$ cat src/rtl/hb_mem_rd_arbiter.sv
// Round-robin burst read arbiter sharing hb_mem's asynchronous read port between fetch engines.
// Optional macro HB_ARB_BURST_EN: honour req_len (multi-beat bursts); undefined gives single-beat grants.
module hb_mem_rd_arbiter #(
    parameter int unsigned NUM_REQ    = 2,
    parameter int unsigned ADDR_WIDTH = 20,
    parameter int unsigned DATA_WIDTH = 256,
    parameter int unsigned LEN_WIDTH  = 8
) (
    input  logic                            clk,
    input  logic                            rst_n,
    input  logic [NUM_REQ-1:0]              req_valid,
    output logic [NUM_REQ-1:0]              req_ready,
    input  logic [NUM_REQ*ADDR_WIDTH-1:0]   req_addr,
    input  logic [NUM_REQ*LEN_WIDTH-1:0]    req_len,
    output logic [ADDR_WIDTH-1:0]           mem_r_addr,
    input  logic [DATA_WIDTH-1:0]           mem_r_data,
    output logic [NUM_REQ-1:0]              rsp_valid,
    output logic [DATA_WIDTH-1:0]           rsp_data,
    output logic                            rsp_last,
    output logic                            busy
);

    localparam int unsigned PTR_W  = (NUM_REQ > 1) ? $clog2(NUM_REQ) : 1;
    localparam int unsigned SCAN_W = PTR_W + 1;

    typedef enum logic [0:0] {
        S_IDLE  = 1'b0,
        S_BURST = 1'b1
    } state_t;

    state_t                 r_state;
    state_t                 w_next_state;

    logic [PTR_W-1:0]       r_rr_ptr;
    logic [PTR_W-1:0]       r_owner;
    logic [PTR_W-1:0]       r_addr_owner;
    logic [ADDR_WIDTH-1:0]  r_cur_addr;
    logic                   r_addr_vld;
    logic                   r_addr_last;

    logic [PTR_W-1:0]       w_grant_idx;
    logic                   w_grant_found;
    logic [SCAN_W-1:0]      w_scan;
    logic [ADDR_WIDTH-1:0]  w_sel_addr;
    logic [PTR_W-1:0]       w_next_ptr;
    logic                   w_grant;
    logic                   w_burst_last;

`ifdef HB_ARB_BURST_EN
    logic [LEN_WIDTH-1:0]   r_beats_left;
    logic [LEN_WIDTH-1:0]   w_sel_len;

    assign w_burst_last = (r_beats_left == '0);

    always_comb begin
        w_sel_len = '0;
        for (int unsigned i = 0; i < NUM_REQ; i++) begin
            if (PTR_W'(i) == w_grant_idx) begin
                w_sel_len = req_len[i*LEN_WIDTH +: LEN_WIDTH];
            end
        end
    end
`else
    logic                   w_unused_len;

    // Length field is ignored: every grant is exactly one beat.
    assign w_unused_len = ^req_len;
    assign w_burst_last = 1'b1;
`endif

    // First pending requester searching upward from rr_ptr with wrap.
    always_comb begin
        w_grant_found = 1'b0;
        w_grant_idx   = r_rr_ptr;
        w_scan        = '0;
        for (int unsigned i = 0; i < NUM_REQ; i++) begin
            w_scan = SCAN_W'(r_rr_ptr) + SCAN_W'(i);
            if (w_scan >= SCAN_W'(NUM_REQ)) begin
                w_scan = w_scan - SCAN_W'(NUM_REQ);
            end
            if (!w_grant_found && req_valid[PTR_W'(w_scan)]) begin
                w_grant_found = 1'b1;
                w_grant_idx   = PTR_W'(w_scan);
            end
        end
    end

    always_comb begin
        w_sel_addr = '0;
        for (int unsigned i = 0; i < NUM_REQ; i++) begin
            if (PTR_W'(i) == w_grant_idx) begin
                w_sel_addr = req_addr[i*ADDR_WIDTH +: ADDR_WIDTH];
            end
        end
    end

    assign w_next_ptr = (w_grant_idx == PTR_W'(NUM_REQ - 1)) ? '0 : (w_grant_idx + PTR_W'(1));
    assign w_grant    = (r_state == S_IDLE) && w_grant_found;

    always_ff @(posedge clk or negedge rst_n) begin
        if (!rst_n) begin
            r_state <= S_IDLE;
        end else begin
            r_state <= w_next_state;
        end
    end

    always_comb begin
        w_next_state = r_state;
        req_ready    = '0;
        case (r_state)
            S_IDLE: begin
                if (w_grant_found) begin
                    req_ready    = NUM_REQ'(1) << w_grant_idx;
                    w_next_state = S_BURST;
                end
            end
            S_BURST: begin
                if (w_burst_last) begin
                    w_next_state = S_IDLE;
                end
            end
            default: w_next_state = S_IDLE;
        endcase
    end

    // Address stage drives hb_mem; response stage captures its combinational data a cycle later.
    always_ff @(posedge clk or negedge rst_n) begin
        if (!rst_n) begin
            r_rr_ptr     <= '0;
            r_owner      <= '0;
            r_cur_addr   <= '0;
            r_addr_owner <= '0;
            r_addr_vld   <= 1'b0;
            r_addr_last  <= 1'b0;
            mem_r_addr   <= '0;
            rsp_valid    <= '0;
            rsp_data     <= '0;
            rsp_last     <= 1'b0;
            busy         <= 1'b0;
`ifdef HB_ARB_BURST_EN
            r_beats_left <= '0;
`endif
        end else begin
            if (w_grant) begin
                r_cur_addr <= w_sel_addr;
                r_owner    <= w_grant_idx;
                r_rr_ptr   <= w_next_ptr;
`ifdef HB_ARB_BURST_EN
                r_beats_left <= w_sel_len;
`endif
            end
            if (r_state == S_BURST) begin
                mem_r_addr <= r_cur_addr;
                r_cur_addr <= r_cur_addr + ADDR_WIDTH'(1);
`ifdef HB_ARB_BURST_EN
                if (!w_burst_last) begin
                    r_beats_left <= r_beats_left - LEN_WIDTH'(1);
                end
`endif
            end
            r_addr_vld   <= (r_state == S_BURST);
            r_addr_last  <= (r_state == S_BURST) && w_burst_last;
            r_addr_owner <= r_owner;
            rsp_valid    <= r_addr_vld ? (NUM_REQ'(1) << r_addr_owner) : '0;
            rsp_last     <= r_addr_vld && r_addr_last;
            if (r_addr_vld) begin
                rsp_data <= mem_r_data;
            end
            busy <= (w_next_state == S_BURST);
        end
    end

endmodule
$ cat config.mk
export PLATFORM = sky130hd
export DESIGN_NAME = hb_mem_rd_arbiter
export DESIGN_NICKNAME = d
export VERILOG_FILES = /design/src/rtl/hb_mem_rd_arbiter.sv
export SDC_FILE = /design/constraint.sdc
export NUM_CORES = 1
export LEC_CHECK = 0
export ABC_AREA = 0
export CORE_AREA = 2 2 235 237
export DETAILED_ROUTE_END_ITERATION = 8
export DIE_AREA = 0 0 237 239
export GPL_ROUTABILITY_DRIVEN = 0
export HOLD_SLACK_MARGIN = 0.02
export PLACE_DENSITY = 0.54
export SLEW_MARGIN = 20
export SYNTH_ARGS = -nofsm -noshare
export SYNTH_HDL_FRONTEND = slang
export SYNTH_SLANG_ARGS = --single-unit
$ cat constraint.sdc
create_clock -name clk -period 1.9 [get_ports clk]
set_input_delay 0.285 -clock clk [delete_from_list [all_inputs] [get_ports clk]]
set_output_delay 0.285 -clock clk [all_outputs]
set_load 0.03 [all_outputs]
==> flow_metrics.py <==
metrics = {
    "run_status": {
        "status": "completed",
    },
    "grt": {
        "grt_usage_pct": 14.2,
        "grt_max_degree": 78,
        "grt_first_pass_wirelength_mm": 60.8,
        "antenna_found_initial": 1,
        "gr-total-overflow": 0,
        "grt_pass1_vias": 9350,
    },
    "sta": {
        "setup_violations": 0,
        "slew_violations": 0,
        "relSlewSlack_pct": 63.9,
        "fmax_mhz": 541,
        "holdWs_ns": 0.315,
        "fin_skew_ns": 0.00670,
        "worstMarginPinSlew_ns": 0.541,
        "timing.final.crit_period_ns": 1.85,
        "period_share_pct": 97.2,
        "timing.final.hold_violations": 0,
        "rsz0062_at_grt": "yes",
    },
    "drt": {
        "ant_nets": 0,
        "wirelength_met1_mm": 16.2,
        "highest_layer": "met4",
        "vias_per_cell": 4.15,
        "wl_met2_mm": 22.2,
        "drt-pass1-iter-count": 4,
        "num_vias": 8895,
        "wl_per_cell_um": 19.4,
        "drt-total-wl_mm": 41.7,
        "wl_met3_mm": 2.28,
        "drc": 0,
        "first_iter_violations": 317,
    },
    "floorplan": {
        "core_area_mm2": 0.0543,
        "die_w_um": 237,
        "rows": 86,
        "start_util_pct": 21.9,
        "pin_count": 598,
        "die_area_mm2": 0.0566,
        "die_h_um": 239,
    },
    "placed_design": {
        "port_buffers": 581,
        "placed_area_mm2": 0.0190,
        "dp_hpwl_mm": 32.0,
    },
    "yosys": {
        "syn_inst": 780,
        "synth_edf_count": 0,
        "yosysUniqueCellTypes": 47,
        "yosysWarningCount": 0,
        "synthesis.nets": 1097,
        "synth_top_flop_cell": "dfrtp_1",
        "synth.area.mux_share_pct": 27.1,
        "ys_ff_latch": 304,
        "postSynth.asyncResetShare_pct": 100,
        "synth-simple-area-share_pct": 3.23,
        "seq_area_frac_synth_pct": 63.9,
        "synth_compound_area_share_pct": 3.12,
        "synthesis.area_mm2": 0.0119,
        "synth_top_family_by_area": "multiplexers",
        "avgSynthCellArea_um2": 15.3,
        "synth_xor_area_share_pct": 0.809,
        "synth-adder-area-share_pct": 0.105,
    },
    "clock_tree": {
        "cts.sinks": 304,
        "root_buffer": "clkbuf_16",
        "htree_levels": 2,
        "cts_buffers": 37,
        "cts_tree": "done",
        "clkTransAtPathRegs_ns": 0.05,
        "clockBufferDepth": 3,
        "clk_latency_ns": 0.53,
    },
    "run": {
        "cap_violations": 0,
    },
    "power": {
        "seq_power_share_pct": 36.8,
        "clock_power_share_pct": 29.2,
        "power.leakage_uw": 0.00892,
        "peakVddDrop_mv": 0.591,
        "switchingPower_uw": 7940,
        "intPower_uw": 15300,
        "p_sw_share_pct": 34.2,
        "p_total_uw": 23200,
        "power_density_mw_per_mm2": 1150,
        "p_comb_share_pct": 34.1,
    },
    "worst_setup_path": {
        "crit_path_cell_trace": "clkdlybuf4s50_1 > buf_4 > or2_2 > nand2_2 > nor3_4 > buf_6",
        "crit_path_start": "req_valid[1]",
        "worst_setup_path_start_kind": "input pin",
        "crit_path_end": "req_ready[1]",
        "path_max_fanout": 6,
        "cp_num_cells": 6,
        "r2r_cells": 4,
        "ff2ff_setup_slack_ns": 0.11,
        "end_kind": "primary output",
        "crit_buf_inv": 3,
        "path_delay_family": "buffers and inverters",
        "critPathMaxStageDelay_ns": 0.49,
        "cp_slowest_cell": "clkdlybuf4s50_1",
        "worstPathRequired_ns": 1.62,
        "worstReg2RegEnd": "r_cur_addr[19]",
        "crit_type": "in2out",
        "worst-endpoint-arrival_ns": 1.56,
        "r2r_start": "r_cur_addr[6]",
    },
    "finish": {
        "final_layout_size_suffix_gt1_share_pct": 28.2,
        "area_delta_synth_final_pct": 69.5,
        "fin_nets": 1732,
        "num-fill-cells": 5288,
        "finish.instance_area_mm2": 0.0202,
        "multi_input_area_mm2": 0.00412,
        "ff_latch_area_mm2": 0.00761,
    },
    "min_path": {
        "hold_class": "in2async",
    },
}
through the flow:
stage          util (%)  instances  worst slack (ns)  setup TNS (ns)
2_1_floorplan         -        780             0.182               0
3_3_place_gp       35.0       2077           0.00494               0
3_5_place_dp       35.0       2077           -0.0283         -0.0863
4_1_cts            36.8       2143           -0.0428         -0.0428
5_1_grt            37.1       2144           -0.0147         -0.0147
6_report           37.1       2144            0.0530               0
registers in the layout, indices dropped and copies added (netlist names):
register and cells:
r_cur_addr 20, r_rr_ptr 1, mem_r_addr 20, r_addr_owner 1
busy 1, r_owner 1, r_addr_last 1, rsp_last 1
rsp_valid 2, rsp_data 256
layout by cell type, fill, tap and decap left out, types with 4 or more instances in the layout:
master	synthesis	layout
nand4_1	5	5
o22ai_1	4	4
mux2i_1	13	13
dfrtp_1	304	301
buf_12	0	13
o21ai_0	10	10
dlygate4sd2_1	0	154
o21a_1	6	6
dlymetal6s2s_1	0	62
nor4_1	6	5
clkbuf_16	0	39
clkbuf_1	36	10
xnor2_1	10	10
clkbuf_8	0	6
mux2_2	275	275
nand3_1	5	5
nand2_1	10	9
clkinv_2	0	5
nor2_1	11	10
inv_1	6	5
nor3_1	15	14
clkdlybuf4s50_1	0	361
buf_4	0	47
a211oi_1	7	7
a21o_1	4	4
how the worst min path moves through the flow:
stage | start | endpoint | slack [ns] | cells after the start
after floorplan | rst_n | busy | -0.01 | 0
after global placement | rst_n | mem_r_addr[10] | 0.28 | 1
after detailed placement | rst_n | mem_r_addr[10] | 0.28 | 1
after CTS | rst_n | mem_r_addr[3] | 0.30 | 2
after global routing | mem_r_data[120] | rsp_data[120] | 0.32 | 2
final | rst_n | mem_r_addr[3] | 0.32 | 2
logic make-up (layout without fill, tap and decap cells):
family | count (synthesis) | after routing
xor gates and xnor gates | 11 | 11
AOI/OAI and AO/OA | 53 | 53
muxes | 288 | 288
other | 0 | 1
DFF | 304 | 304
buffers and inverters | 52 | 711
adders and majority gates | 1 | 1
and+or+nand+nor | 71 | 71
per-layer routing:
layer  up-vias  GRT usage, %
li1       4088             -
met1      4482          16.5
met2       265          25.6
met3        60          3.34
met4         0          4.55
met5         -             0
area by class of cell:
class                   instances  area share, %
clock buffers                  55           5.43
diodes                          1         0.0124
multi-input cells             424           20.4
flip-flops and latches        304           37.7
well taps                     704           4.36
repair buffers                641           31.7
inverters                       7          0.130
clock inverters                 8          0.242
power groups by stage:
stage / logic, uW / clock network (uW) / registers [uW]
5_1_grt: 8300 / 7320 / 8730
4_1_cts: 8060 / 7050 / 8570
3_3_place_gp: 8450 / 0 / 8650
3_5_place_dp: 8500 / 0 / 8690
2_1_floorplan: 1940 / 0 / 11000
6_report: 7910 / 6770 / 8540
timing repair:
item,in CTS,in global routing
buffers inserted,2,0
pin swaps,0,2
setup endpoints to repair,156,66
endpoints found under the hold margin,40,0
cloned,0,0
hold buffers,1,0
resized for setup,157,70
cell usage after synthesis, types with 3 or more instances:
master / n / area share, %
or4_1: 3 / 0.19
nand2_1: 10 / 0.32
a2111oi_0: 3 / 0.22
clkbuf_1: 36 / 1.1
o22ai_1: 4 / 0.21
mux2_2: 275 / 26
xnor2_1: 10 / 0.74
buf_2: 4 / 0.17
dfrtp_1: 304 / 64
buf_1: 3 / 0.095
nand3_1: 5 / 0.21
a211oi_1: 7 / 0.44
nor2_1: 11 / 0.35
o21ai_0: 10 / 0.42
nor4_1: 6 / 0.32
a221oi_1: 3 / 0.22
o31ai_1: 3 / 0.19
a21o_1: 4 / 0.25
o21a_1: 6 / 0.38
nor3_1: 15 / 0.63
nand4_1: 5 / 0.26
inv_1: 6 / 0.19
mux2i_1: 13 / 1.1
or3_1: 3 / 0.16
a21oi_1: 3 / 0.13
a31oi_1: 3 / 0.16
No activity file was read; power rests on OpenSTA's default activity.
